==> config.mk <==
export PLATFORM = sky130hd
export DESIGN_NAME = flag_unit
export DESIGN_NICKNAME = d
export VERILOG_FILES = /design/src/rtl/flag_pkg.sv /design/src/rtl/flag_shadow_stack.sv /design/src/rtl/flag_unit.sv
export SDC_FILE = /design/constraint.sdc
export NUM_CORES = 1
export LEC_CHECK = 0
export CAP_MARGIN = 20
export CELL_PAD_IN_SITES_DETAIL_PLACEMENT = 1
export CELL_PAD_IN_SITES_GLOBAL_PLACEMENT = 1
export CORE_AREA = 4 4 50 52
export DETAILED_ROUTE_END_ITERATION = 6
export DIE_AREA = 0 0 54 56
export DONT_BUFFER_PORTS = 1
export HOLD_SLACK_MARGIN = 0.12
export PLACE_DENSITY = 0.78
export SYNTH_ARGS = -nofsm -noshare
export SYNTH_HDL_FRONTEND = slang
export SYNTH_SLANG_ARGS = --single-unit
==> constraint.sdc <==
create_clock -name CLK -period 3.6 [get_ports CLK]
set_input_delay 0.18 -clock CLK [delete_from_list [all_inputs] [get_ports CLK]]
set_output_delay 0.18 -clock CLK [all_outputs]
set_load 0.01 [all_outputs]
==> src/rtl/flag_pkg.sv <==
// flag_pkg: shared types and constants for the flag unit.
//   flags_t           : packed {c,z} pair, the unit of a shadow-stack entry
//   SHADOW_DEPTH_DEF  : default number of nested interrupt save entries
package flag_pkg;

  typedef struct packed {
    logic c;
    logic z;
  } flags_t;

  localparam int SHADOW_DEPTH_DEF = 4;

endpackage

==> src/rtl/flag_shadow_stack.sv <==
// flag_shadow_stack: LIFO of saved {c,z} flag pairs for nested interrupts.
// Ports:
//   clk, rst    : clock, synchronous active-high reset
//   push, pop   : requests; a push while full or a pop while empty is dropped
//   din         : entry to push
//   dout        : current top entry (valid while !empty)
//   full, empty : registered occupancy == DEPTH / == 0
// Entries are held as a shift register with the top at stk[0], so a push
// shifts toward deeper slots and a pop shifts toward the top.
module flag_shadow_stack
  import flag_pkg::*;
#(
  parameter int DEPTH = SHADOW_DEPTH_DEF
) (
  input  logic   clk,
  input  logic   rst,
  input  logic   push,
  input  logic   pop,
  input  flags_t din,
  output flags_t dout,
  output logic   full,
  output logic   empty
);

  localparam int CW = $clog2(DEPTH + 1);

  logic [CW-1:0]                cnt, cnt_nxt;
  flags_t [DEPTH-1:0]           stk;
  // ext[0] = incoming entry, ext[g+1] = stk[g], ext[DEPTH+1] = fill for a pop
  flags_t [DEPTH+1:0]           ext;
  logic                         wr, rd;

  assign wr   = push & ~full;
  assign rd   = pop & ~empty;
  assign ext  = {flags_t'(2'b00), stk, din};
  assign dout = stk[0];

  always_comb begin
    cnt_nxt = cnt;
    if (wr)      cnt_nxt = cnt + 1'b1;
    else if (rd) cnt_nxt = cnt - 1'b1;
  end

  always_ff @(posedge clk) begin
    if (rst) begin
      cnt   <= '0;
      full  <= 1'b0;
      empty <= 1'b1;
      stk   <= '0;
    end else begin
      cnt   <= cnt_nxt;
      full  <= (cnt_nxt == CW'(DEPTH));
      empty <= (cnt_nxt == '0);
      for (int g = 0; g < DEPTH; g++) begin
        if (wr)      stk[g] <= ext[g];
        else if (rd) stk[g] <= ext[g+2];
      end
    end
  end

endmodule

==> src/rtl/flag_unit.sv <==
// flag_unit: carry / zero / interrupt-enable flag register with a nested
// interrupt shadow stack for {C,Z}.
// Ports:
//   CLK, RST                  : clock, synchronous active-high reset
//   C_IN, Z_IN                : ALU carry / zero results
//   FLG_LD_C, FLG_LD_Z        : load C / Z from the ALU
//   FLG_C_SET, FLG_C_CLR      : SEC / CLC
//   ZCHAIN                    : multi-byte ADDC/SUBC (FLAG_ZCHAIN_EN only)
//   FLG_SHAD_SAVE/RESTORE     : interrupt entry (push, clear I) / return (pop)
//   I_SET, I_CLR              : SEI / CLI
//   C_FLAG, Z_FLAG, I_FLAG    : registered flags
//   SHAD_FULL, SHAD_EMPTY     : stack occupancy status
//   SHAD_ERR                  : sticky overflow / underflow / save+restore clash
// Build option: define FLAG_ZCHAIN_EN to make a chained Z load accumulate
// (Z <= Z & Z_IN) so a multi-byte result is zero only if every byte was.
module flag_unit
  import flag_pkg::*;
#(
  parameter int SHADOW_DEPTH = SHADOW_DEPTH_DEF
) (
  input  logic CLK,
  input  logic RST,
  input  logic C_IN,
  input  logic Z_IN,
  input  logic FLG_LD_C,
  input  logic FLG_LD_Z,
  input  logic FLG_C_SET,
  input  logic FLG_C_CLR,
  input  logic ZCHAIN,
  input  logic FLG_SHAD_SAVE,
  input  logic FLG_SHAD_RESTORE,
  input  logic I_SET,
  input  logic I_CLR,
  output logic C_FLAG,
  output logic Z_FLAG,
  output logic I_FLAG,
  output logic SHAD_FULL,
  output logic SHAD_EMPTY,
  output logic SHAD_ERR
);

  flags_t top;
  logic   clash, pop_ok, err_now;
  logic   c_nxt, z_nxt, z_ld;

  // A simultaneous save and restore is treated as an error and neither
  // request reaches the stack.
  assign clash   = FLG_SHAD_SAVE & FLG_SHAD_RESTORE;
  assign pop_ok  = FLG_SHAD_RESTORE & ~FLG_SHAD_SAVE & ~SHAD_EMPTY;
  assign err_now = clash | (FLG_SHAD_SAVE & SHAD_FULL) | (FLG_SHAD_RESTORE & SHAD_EMPTY);

  flag_shadow_stack #(.DEPTH(SHADOW_DEPTH)) u_stack (
    .clk   (CLK),
    .rst   (RST),
    .push  (FLG_SHAD_SAVE & ~FLG_SHAD_RESTORE),
    .pop   (FLG_SHAD_RESTORE & ~FLG_SHAD_SAVE),
    .din   ('{c: C_FLAG, z: Z_FLAG}),
    .dout  (top),
    .full  (SHAD_FULL),
    .empty (SHAD_EMPTY)
  );

`ifdef FLAG_ZCHAIN_EN
  assign z_ld = ZCHAIN ? (Z_FLAG & Z_IN) : Z_IN;
`else
  logic unused_zchain;
  assign unused_zchain = ZCHAIN;
  assign z_ld          = Z_IN;
`endif

  always_comb begin
    c_nxt = C_FLAG;
    if (pop_ok)         c_nxt = top.c;
    else if (FLG_C_CLR) c_nxt = 1'b0;
    else if (FLG_C_SET) c_nxt = 1'b1;
    else if (FLG_LD_C)  c_nxt = C_IN;

    z_nxt = Z_FLAG;
    if (pop_ok)        z_nxt = top.z;
    else if (FLG_LD_Z) z_nxt = z_ld;
  end

  always_ff @(posedge CLK) begin
    if (RST) begin
      C_FLAG   <= 1'b0;
      Z_FLAG   <= 1'b0;
      I_FLAG   <= 1'b0;
      SHAD_ERR <= 1'b0;
    end else begin
      C_FLAG   <= c_nxt;
      Z_FLAG   <= z_nxt;
      SHAD_ERR <= SHAD_ERR | err_now;
      if (FLG_SHAD_SAVE | I_CLR) I_FLAG <= 1'b0;
      else if (I_SET)            I_FLAG <= 1'b1;
    end
  end

endmodule

-- After elaboration in Yosys (flattened, before gate mapping)
Index checks and enable logic that the tools add are counted.
- eq/ne operators: 1
- multiplexer cells: 16
- bitwise gates (word level): 15
- add/subtract/negate cells: 2
- reduce and logical (&&, ||, !) cells: 5
- operator list (cell ; number):
    2-bit two-way mux ; 8
    1-bit AND ; 7
    1-bit two-way mux ; 6
    3-bit two-way mux ; 2
    1-bit NOT ; 4
    1-bit bitwise OR ; 4
    2-bit nonzero test ; 2
    4-bit nonzero test ; 1
    3-bit by 1-bit adder with 3-bit output, second input constant ; 1
    3-bit == test, second input constant ; 1
    3-bit logical NOT ; 1
    3-bit by 1-bit subtractor with 3-bit output, second input constant ; 1
    2-bit OR reduction ; 1
- register bits: 17

-- Depth between registers and ports, before layout
Gate-level depths: netlist (run 1).
- depth after elaboration: 6
- depth in mapped cells: 6
- depth with buffers taken out: 6

-- By module
From an unflattened synthesis (run 1), not the netlist that was laid out.
- cells, all modules: 92
- area total of the unflattened synthesis: 870.8 sq um
- modules (own cells, without submodules) (module ; cells each ; area each (sq um) ; times used ; sequential area each (sq um)):
    flag_shadow_stack ; 72 ; 671.9 ; 1 ; 260.2
    flag_unit ; 20 ; 198.9 ; 1 ; 80.1

-- Worst setup path before layout (run 1)
OpenSTA, ideal clock, no wires.
- kind: flip-flop to flip-flop
- start: reg u_stack.cnt[0]
- end: reg u_stack.full
- slack: 2.152 ns
- data arrival time: 1.359 ns
- required time: 3.512 ns
- period minus slack after synthesis: 1.448 ns
- cell stages (with the launch flop): 6
- cell sequence: dfxtp_1 -> inv_1 -> ha_1 -> a221oi_1 -> o21a_1 -> nor4bb_4
- word-level cells in the longest chain between the ends: 4
- elaborated cells between the ends (all ways): 5
- those cells by class: add/sub: 2; eq/ne: 1; mux: 2
- ends and longest elaborated chain (element ; RTL line ; RTL):
    start, declared ; flag_shadow_stack.sv:27 ; logic [CW-1:0] cnt, cnt_nxt;
    start signal, assigned ; flag_shadow_stack.sv:51 ; cnt <= cnt_nxt;
    3-bit by 1-bit subtractor with 3-bit output ; flag_shadow_stack.sv:41 ; else if (rd) cnt_nxt = cnt - 1'b1;
    3-bit two-way mux ; flag_shadow_stack.sv:41 ;
    3-bit two-way mux * ; flag_shadow_stack.sv:40 ; if (wr) cnt_nxt = cnt + 1'b1;
    3-bit == test * ; flag_shadow_stack.sv:52 ; full <= (cnt_nxt == CW'(DEPTH));
    end signal, assigned ; flag_shadow_stack.sv:52 ;
    end, declared ; flag_shadow_stack.sv:21 ; output logic full,
Every way passes the cells marked *; elsewhere a longest branch is shown, timed or not.
A chain may end at the register's enable or synchronous reset.

-- Worst setup path after layout (run 1)
- start: reg u_stack.full
- end: reg u_stack.stk, in the netlist u_stack.ext[8]
- word-level cells in the longest chain between the ends: 3
- elaborated cells between the ends (all ways): 4
- those cells by class: mux: 1; bitwise: 2; reduce/logical: 1
- ends and longest elaborated chain (element ; RTL line ; RTL):
    1-bit NOT * ; flag_shadow_stack.sv:33 ; assign wr = push & ~full;
    1-bit AND * ; flag_shadow_stack.sv:33 ;
    2-bit two-way mux / 2-bit nonzero test (equally long branches) ; - ;
    end signal, assigned by index ; flag_shadow_stack.sv:55 ; if (wr) stk[g] <= ext[g];
    end signal, assigned by index ; flag_shadow_stack.sv:56 ; else if (rd) stk[g] <= ext[g+2];
    end, declared ; flag_shadow_stack.sv:28 ; flags_t [DEPTH-1:0] stk;
Marks and branches as above.

==> reports/qor.csv, run 1 <==
stage,metric,value,unit
status,outcome,"finished, final reports clean",
timing,fin_worst_skew,5.28,ps
clocking,cts_root_buf,clkbuf_4,
setup_path,slowest_delay,730,ps
setup_path,critPathLaunchType,flop,
setup_path,rrSetupSlack,1720,ps
setup_path,crit_path_start,u_stack.full,
synthesis,ys_ff_latch,17,
setup_path,slowest_stage,nor3b_2,
place,dp_hpwl,1230,µm
synthesis,synthXorXnorAreaFrac,3.73,%
cells_and_area,num-fill-cells,235,
synthesis,synth_top_area_share,39.0,%
cells_and_area,utilization,44.6,%
synthesis,synth_area_per_cell,10.0,µm²
place,dp_cells,110,
setup_path,crit_type,reg -> reg,
global_routing,grt_pass1_vias,679,
global_routing,grt_pass1_wl,3020,µm
setup_path,crit_chain,nor3b_2 > or2_4 > a2bb2oi_1 > nor2_1,
timing,fin_crit_sh,52.1,%
detailed_routing,via_per_inst,5.15,
detailed_routing,drt-total-wl,1710,µm
setup_path,reg2reg_to,u_stack.ext[8],
synthesis,synthAdderAreaFrac,2.87,%
timing,max_slew_margin,42.0,%
clocking,post-cts-setup-buffers,0,
power_and_ir_drop,power_density,434,mW/mm²
floorplan,die_h,56,µm
clocking,cts_sinks,17,
synthesis,synthArstFlopShare,0,%
synthesis,synth-seq-area-share,39.0,%
synthesis,synthTopCellsByArea,"dfxtp_1, mux2i_1, nor2_1, a211oi_2, a21oi_1",
setup_path,reg2regPathDepth,4,
cells_and_area,fin_cells,119,
timing,maxSlewViolCount,0,
setup_path,arrival,2020,ps
synthesis,yosys.area_share.simple,21.4,%
synthesis,synth_top_flop_cell,dfxtp_1,
clocking,clockBufferDepth,2,
setup_path,critPathRequiredTime,3750,ps
clocking,cts_buffers,3,
synthesis,yosys-top-cells-count,"dfxtp_1, nor2_1, mux2i_1, a21oi_1, inv_1",
global_routing,grt_max_degree,18,
cells_and_area,syn_to_final_growth,7.60,%
power_and_ir_drop,ir_worst_vdd,0.185,mV
setup_path,crit_buf_inv,0,
detailed_routing,drt_pass1_iterations,4,
detailed_routing,ant_nets,0,
hold_path,hold_path_end,SHAD_ERR,
timing,hold_viol,0,
cells_and_area,drive_above_1_share,18.7,%
setup_path,crit_cells,4,
synthesis,synth.area.mux_share,8.03,%
synthesis,syn_nets,102,
place,portBuffers,0,
cells_and_area,fin_area,938,µm²
timing,rsz0062_at_grt,no,
setup_path,crit_family,simple AND/OR/NAND/NOR gates,
timing,max_freq,533,MHz
synthesis,synth-edff-count,0,
clocking,clock_latency,280,ps
power_and_ir_drop,power.total,407,µW
power_and_ir_drop,p_leak,0.000370,µW
floorplan,core,0.00211,mm²
clocking,cts_resized,0,
synthesis,yosys_warnings,0,
cells_and_area,diodes,0,
cells_and_area,nets,107,
clocking,clkTransAtPathRegs,100,ps
synthesis,synth_top_family_by_area,simple AND/OR/NAND/NOR gates,
synthesis,yosysUniqueCellTypes,32,
cells_and_area,multi_input_area,468,µm²
detailed_routing,route.detailed.drc,0,
detailed_routing,initialDrtViolationCount,11,
floorplan,rows,17,
synthesis,synth_compound_area_share,17.6,%
detailed_routing,vias,613,
timing,tns,0,ps
hold_path,min_path_cells,4,
setup_path,rr_startpoint,u_stack.full,
place,dpl-instance-area,862,µm²
global_routing,grt-ovfl-total,0,
clocking,cts_hold_buf,5,
global_routing,grt_antenna_before_repair,0,
floorplan,chipWidth,54,µm
synthesis,synth.cell_area,872,µm²
job,maxCapViolCount,0,
clocking,cts_tree,built,
floorplan,dieArea,0.00302,mm²
synthesis,synthCells,87,
global_routing,grtUsageTotal,13.4,%
setup_path,critPathMaxFanout,13,
timing,layout_min_cycle_time,1880,ps
hold_path,hold_path.class,in -> reg,
synthesis,synth_area_leader_cell,dfxtp_1,
floorplan,initial_core_util,41.4,%
setup_path,end_kind,flop,
hold_path,worstHoldStart,FLG_SHAD_SAVE,
clocking,h-tree-depth,1,
place,place_congestion,0.655,
timing,worstMarginPinSlew,866,ps
timing,setup_viol,0,
floorplan,ios,19,
synthesis,synth.most_common_cell,dfxtp_1,
cells_and_area,seqCellArea,340,µm²
detailed_routing,wl_per_cell,14.4,µm
tightest hold or removal path: stages:
cell and delay (ps):
a21oi_1 20, nor2_1 80, nor2_1 40, nor2_1 70
layout by cell type (no fill, tap or decap), drive strengths merged, types with 2 or more instances in the layout:
cell type / instances
dfxtp: 17
clkbuf: 4
dlygate4sd3: 5
inv: 5
nor2: 20
o21ai: 2
nor3b: 2
a21oi: 6
ha: 2
a211oi: 6
mux2i: 7
cell type report:
class	count	area share, %
timing repair buffer	5	5.33
multi-input combinational	60	49.9
clock buffer	4	2.80
sequential	17	36.3
tap	28	3.73
inverter	5	2.00
layer usage:
layer  share of wire [%]  track usage, %  vias up  routed length (µm)
met5                   0               0        -                   0
met4                   0            5.34        0                   0
met3                 3.6            2.41        0                  61
met2                  50            20.4        8                 860
met1                  46            18.2      290                 786
li1                    -               -      315                   -
where the power goes:
part	internal (µW)	total, µW	leakage [µW]	switching, µW
Combinational	41.7	83.5	0.000215	41.9
Clock	43.0	99.7	0.0000150	56.7
Sequential	205	224	0.000140	18.7
cell families after synthesis:
logic type	Yosys count
AOI/OAI and AO/OA	20
adders and majority gates	2
buffers and inverters	10
and+or+nand+nor	29
DFF	17
muxes	7
xor gates and xnor gates	2
state kept, by name (all words and copies together), names as in the netlist:
name / cells
u_stack.dout: 2
u_stack.cnt: 3
u_stack.empty: 1
Z_FLAG: 1
u_stack.ext: 6
u_stack.full: 1
C_FLAG: 1
SHAD_ERR: 1
I_FLAG: 1
worst max-delay path by stage:
stage                           end  slack, ps
floorplan              u_stack.full       2150
global placement     u_stack.ext[8]       1830
detailed placement  u_stack.dout[1]       1780
CTS                  u_stack.ext[8]       1710
global route         u_stack.ext[8]       1590
finish               u_stack.ext[8]       1720
per-stage QoR:
step                setup slack (ps)  hold WS, ps
global route                    1590          156
CTS                             1710          132
finish                          1720          132
detailed placement              1780          250
global placement                1830          247
floorplan                       2150          259
No activity file was read; power rests on OpenSTA's default activity.
==> run 2: changes to the inputs <==
==> constraint.sdc (replaced) <==
create_clock -name CLK -period 1.9 [get_ports CLK]
set_input_delay 0.095 -clock CLK [delete_from_list [all_inputs] [get_ports CLK]]
set_output_delay 0.095 -clock CLK [all_outputs]
set_load 0.01 [all_outputs]
==> run 2 against run 1 <==
Sequential share of layout area is 2.0 points lower. Clock power grew 92%. Cell count increased by 5.0%. Hold slack gained 17 ps. Sequential power increased by 89%. Global-route usage is 0.22 points lower. Via count grew 3.1%. Flip-flop and latch count unchanged. Critical path depth up 2. First-iteration DRC count shrank 45%. Utilization grew 2.6 points. Combinational power is 100% higher.
==> reports/qor.csv, run 2 (synthesized netlist as in run 1, its figures left out) <==
stage,metric,value,unit,change
global_routing,grt_antenna_before_repair,0,,unchanged
global_routing,grt-ovfl-total,0,,unchanged
clocking,post-cts-setup-buffers,0,,unchanged
power_and_ir_drop,power_density,791,mW/mm²,+82%
cells_and_area,syn_to_final_growth,13.9,%,
detailed_routing,ant_nets,0,,unchanged
setup_path,critPathMostFrequentCell,dlygate4sd3_1,,
clocking,cts_sinks,17,,unchanged
cells_and_area,largest_register_ffs,6,,unchanged
setup_path,critPathLaunchType,primary input,,
setup_path,end_kind,flop,,
setup_path,arrival,1910,ps,-110 ps
floorplan,ios,19,,unchanged
detailed_routing,drt-total-wl,1760,µm,+3.3%
timing,tns,0,ps,unchanged
timing,hold_viol,0,,unchanged
global_routing,grtUsageTotal,13.2,%,-0.22 points
detailed_routing,via_per_inst,5.06,,-1.8%
floorplan,chipWidth,54,µm,unchanged
floorplan,die_h,56,µm,unchanged
cells_and_area,nets,113,,+5.6%
setup_path,slowest_stage,dlygate4sd3_1,,
setup_path,crit_type,in -> reg,,
floorplan,initial_core_util,41.4,%,unchanged
place,portBuffers,0,,unchanged
detailed_routing,vias,632,,+3.1%
clocking,cts_tree,built,,
floorplan,core,0.00211,mm²,unchanged
clocking,h-tree-depth,1,,unchanged
detailed_routing,initialDrtViolationCount,6,,-5
setup_path,crit_family,buffers and inverters,,
cells_and_area,drive_above_1_share,19.6,%,+0.91 points
global_routing,grt_pass1_wl,3020,µm,-0.23%
setup_path,crit_chain,dlygate4sd3_1 > nor3b_4 > a211oi_1 > dlygate4sd3_1 > a21oi_1 > nor2_1,,
timing,max_slew_margin,48.8,%,+6.8 points
cells_and_area,mostFrequentLayoutCells,"dfxtp_1, nor2_1, dlygate4sd3_1, mux2i_1, a21oi_1",,
timing,worstMarginPinSlew,766,ps,-101 ps
setup_path,critPathMaxFanout,8,,-5
detailed_routing,drt_pass1_iterations,2,,-2
timing,setup_viol,0,,unchanged
timing,rsz0062_at_grt,no,,
place,dp_hpwl,1250,µm,+1.2%
clocking,clkTransAtPathRegs,100,ps,about the same
clocking,cts_buffers,3,,unchanged
setup_path,crit_buf_inv,2,,+2
power_and_ir_drop,ir_worst_vdd,0.382,mV,+110%
job,maxCapViolCount,0,,unchanged
cells_and_area,diodes,0,,unchanged
clocking,cts_root_buf,clkbuf_4,,
cells_and_area,layout_commonest_cell,dfxtp_1,,
global_routing,grt_max_degree,18,,unchanged
clocking,clockBufferDepth,2,,unchanged
power_and_ir_drop,p_leak,0.000397,µW,+7.3%
timing,fin_crit_sh,92.9,%,
status,outcome,"finished, final reports clean",,
cells_and_area,num-fill-cells,245,,+4.3%
floorplan,dieArea,0.00302,mm²,unchanged
hold_path,hold_path.class,in -> reg,,
clocking,cts_resized,0,,unchanged
clocking,clock_latency,280,ps,about the same
timing,fin_worst_skew,4.83,ps,-0.447 ps
clocking,cts_hold_buf,9,,+4
detailed_routing,route.detailed.drc,0,,unchanged
setup_path,slowest_delay,640,ps,-90 ps
detailed_routing,wl_per_cell,14.1,µm,-1.7%
setup_path,critPathRequiredTime,2050,ps,-1700 ps
cells_and_area,utilization,47.2,%,+2.6 points
timing,max_freq,567,MHz,
global_routing,grt_pass1_vias,693,,+2.1%
place,place_congestion,0.740,,+13%
timing,maxSlewViolCount,0,,unchanged
floorplan,rows,17,,unchanged
timing,layout_min_cycle_time,1770,ps,
==> run 2: changes by cell type in the layout (fill, tap and decap cells not counted) <==
cell,delta
dlygate4sd3_1,+4
buf_4,+2
==> run 2: per-stage QoR <==
stage          total power [µW]  setup slack (ps)  hold slack [ps]  cells  area, µm²
6_report                    786               135              149    125        993
3_5_place_dp                579               309              165    112        877
4_1_cts                     795               122              148    125        993
2_1_floorplan               568               452              174     87        872
5_1_grt                     835              31.9              158    125        993
3_3_place_gp                570               380              163    112        877
==> run 2: area by class of cell <==
cell class                      count  area (µm²)  area share (%)
Tap cell                           28        35.0            3.53
Multi-Input combinational cell     60         468            47.1
Timing Repair Buffer               11         105            10.6
Inverter                            5        18.8            1.89
Sequential cell                    17         340            34.3
Clock buffer                        4        26.3            2.64
==> run 2: path summary, 6_finish.rpt <==
path	start	endpoint	slack (ps)	cells after the start
worst max-delay path	FLG_SHAD_SAVE	C_FLAG	130	6
worst min-delay path	FLG_SHAD_SAVE	u_stack.cnt[1]	150	3
worst max register to register	u_stack.empty	C_FLAG	180	5
worst min register to register	SHAD_ERR	SHAD_ERR	540	2
==> run 2: worst register-to-register path, cell delays in order, from the launching register on <==
cell and delay (ps):
dfxtp_1 420, nor3b_4 350, a211oi_1 90, dlygate4sd3_1 570, a21oi_1 120, nor2_1 50
==> run 2: metal layers <==
layer | vias up | wire [µm] | track usage, % | share of wire [%]
li1 | 320 | - | - | -
met1 | 303 | 833 | 17.4 | 47
met2 | 9 | 857 | 20.8 | 49
met3 | 0 | 74 | 3.75 | 4.2
met4 | 0 | 0 | 3.20 | 0
met5 | - | 0 | 0 | 0
==> run 2: power breakdown <==
| part | internal [µW] | switching [µW] | leakage [µW] |
|---|---|---|---|
| logic | 89.1 | 81.9 | 0.000242 |
| registers | 388 | 35.6 | 0.000140 |
| clock network | 81.4 | 109 | 0.0000150 |
| total | 559 | 227 | 0.000397 |
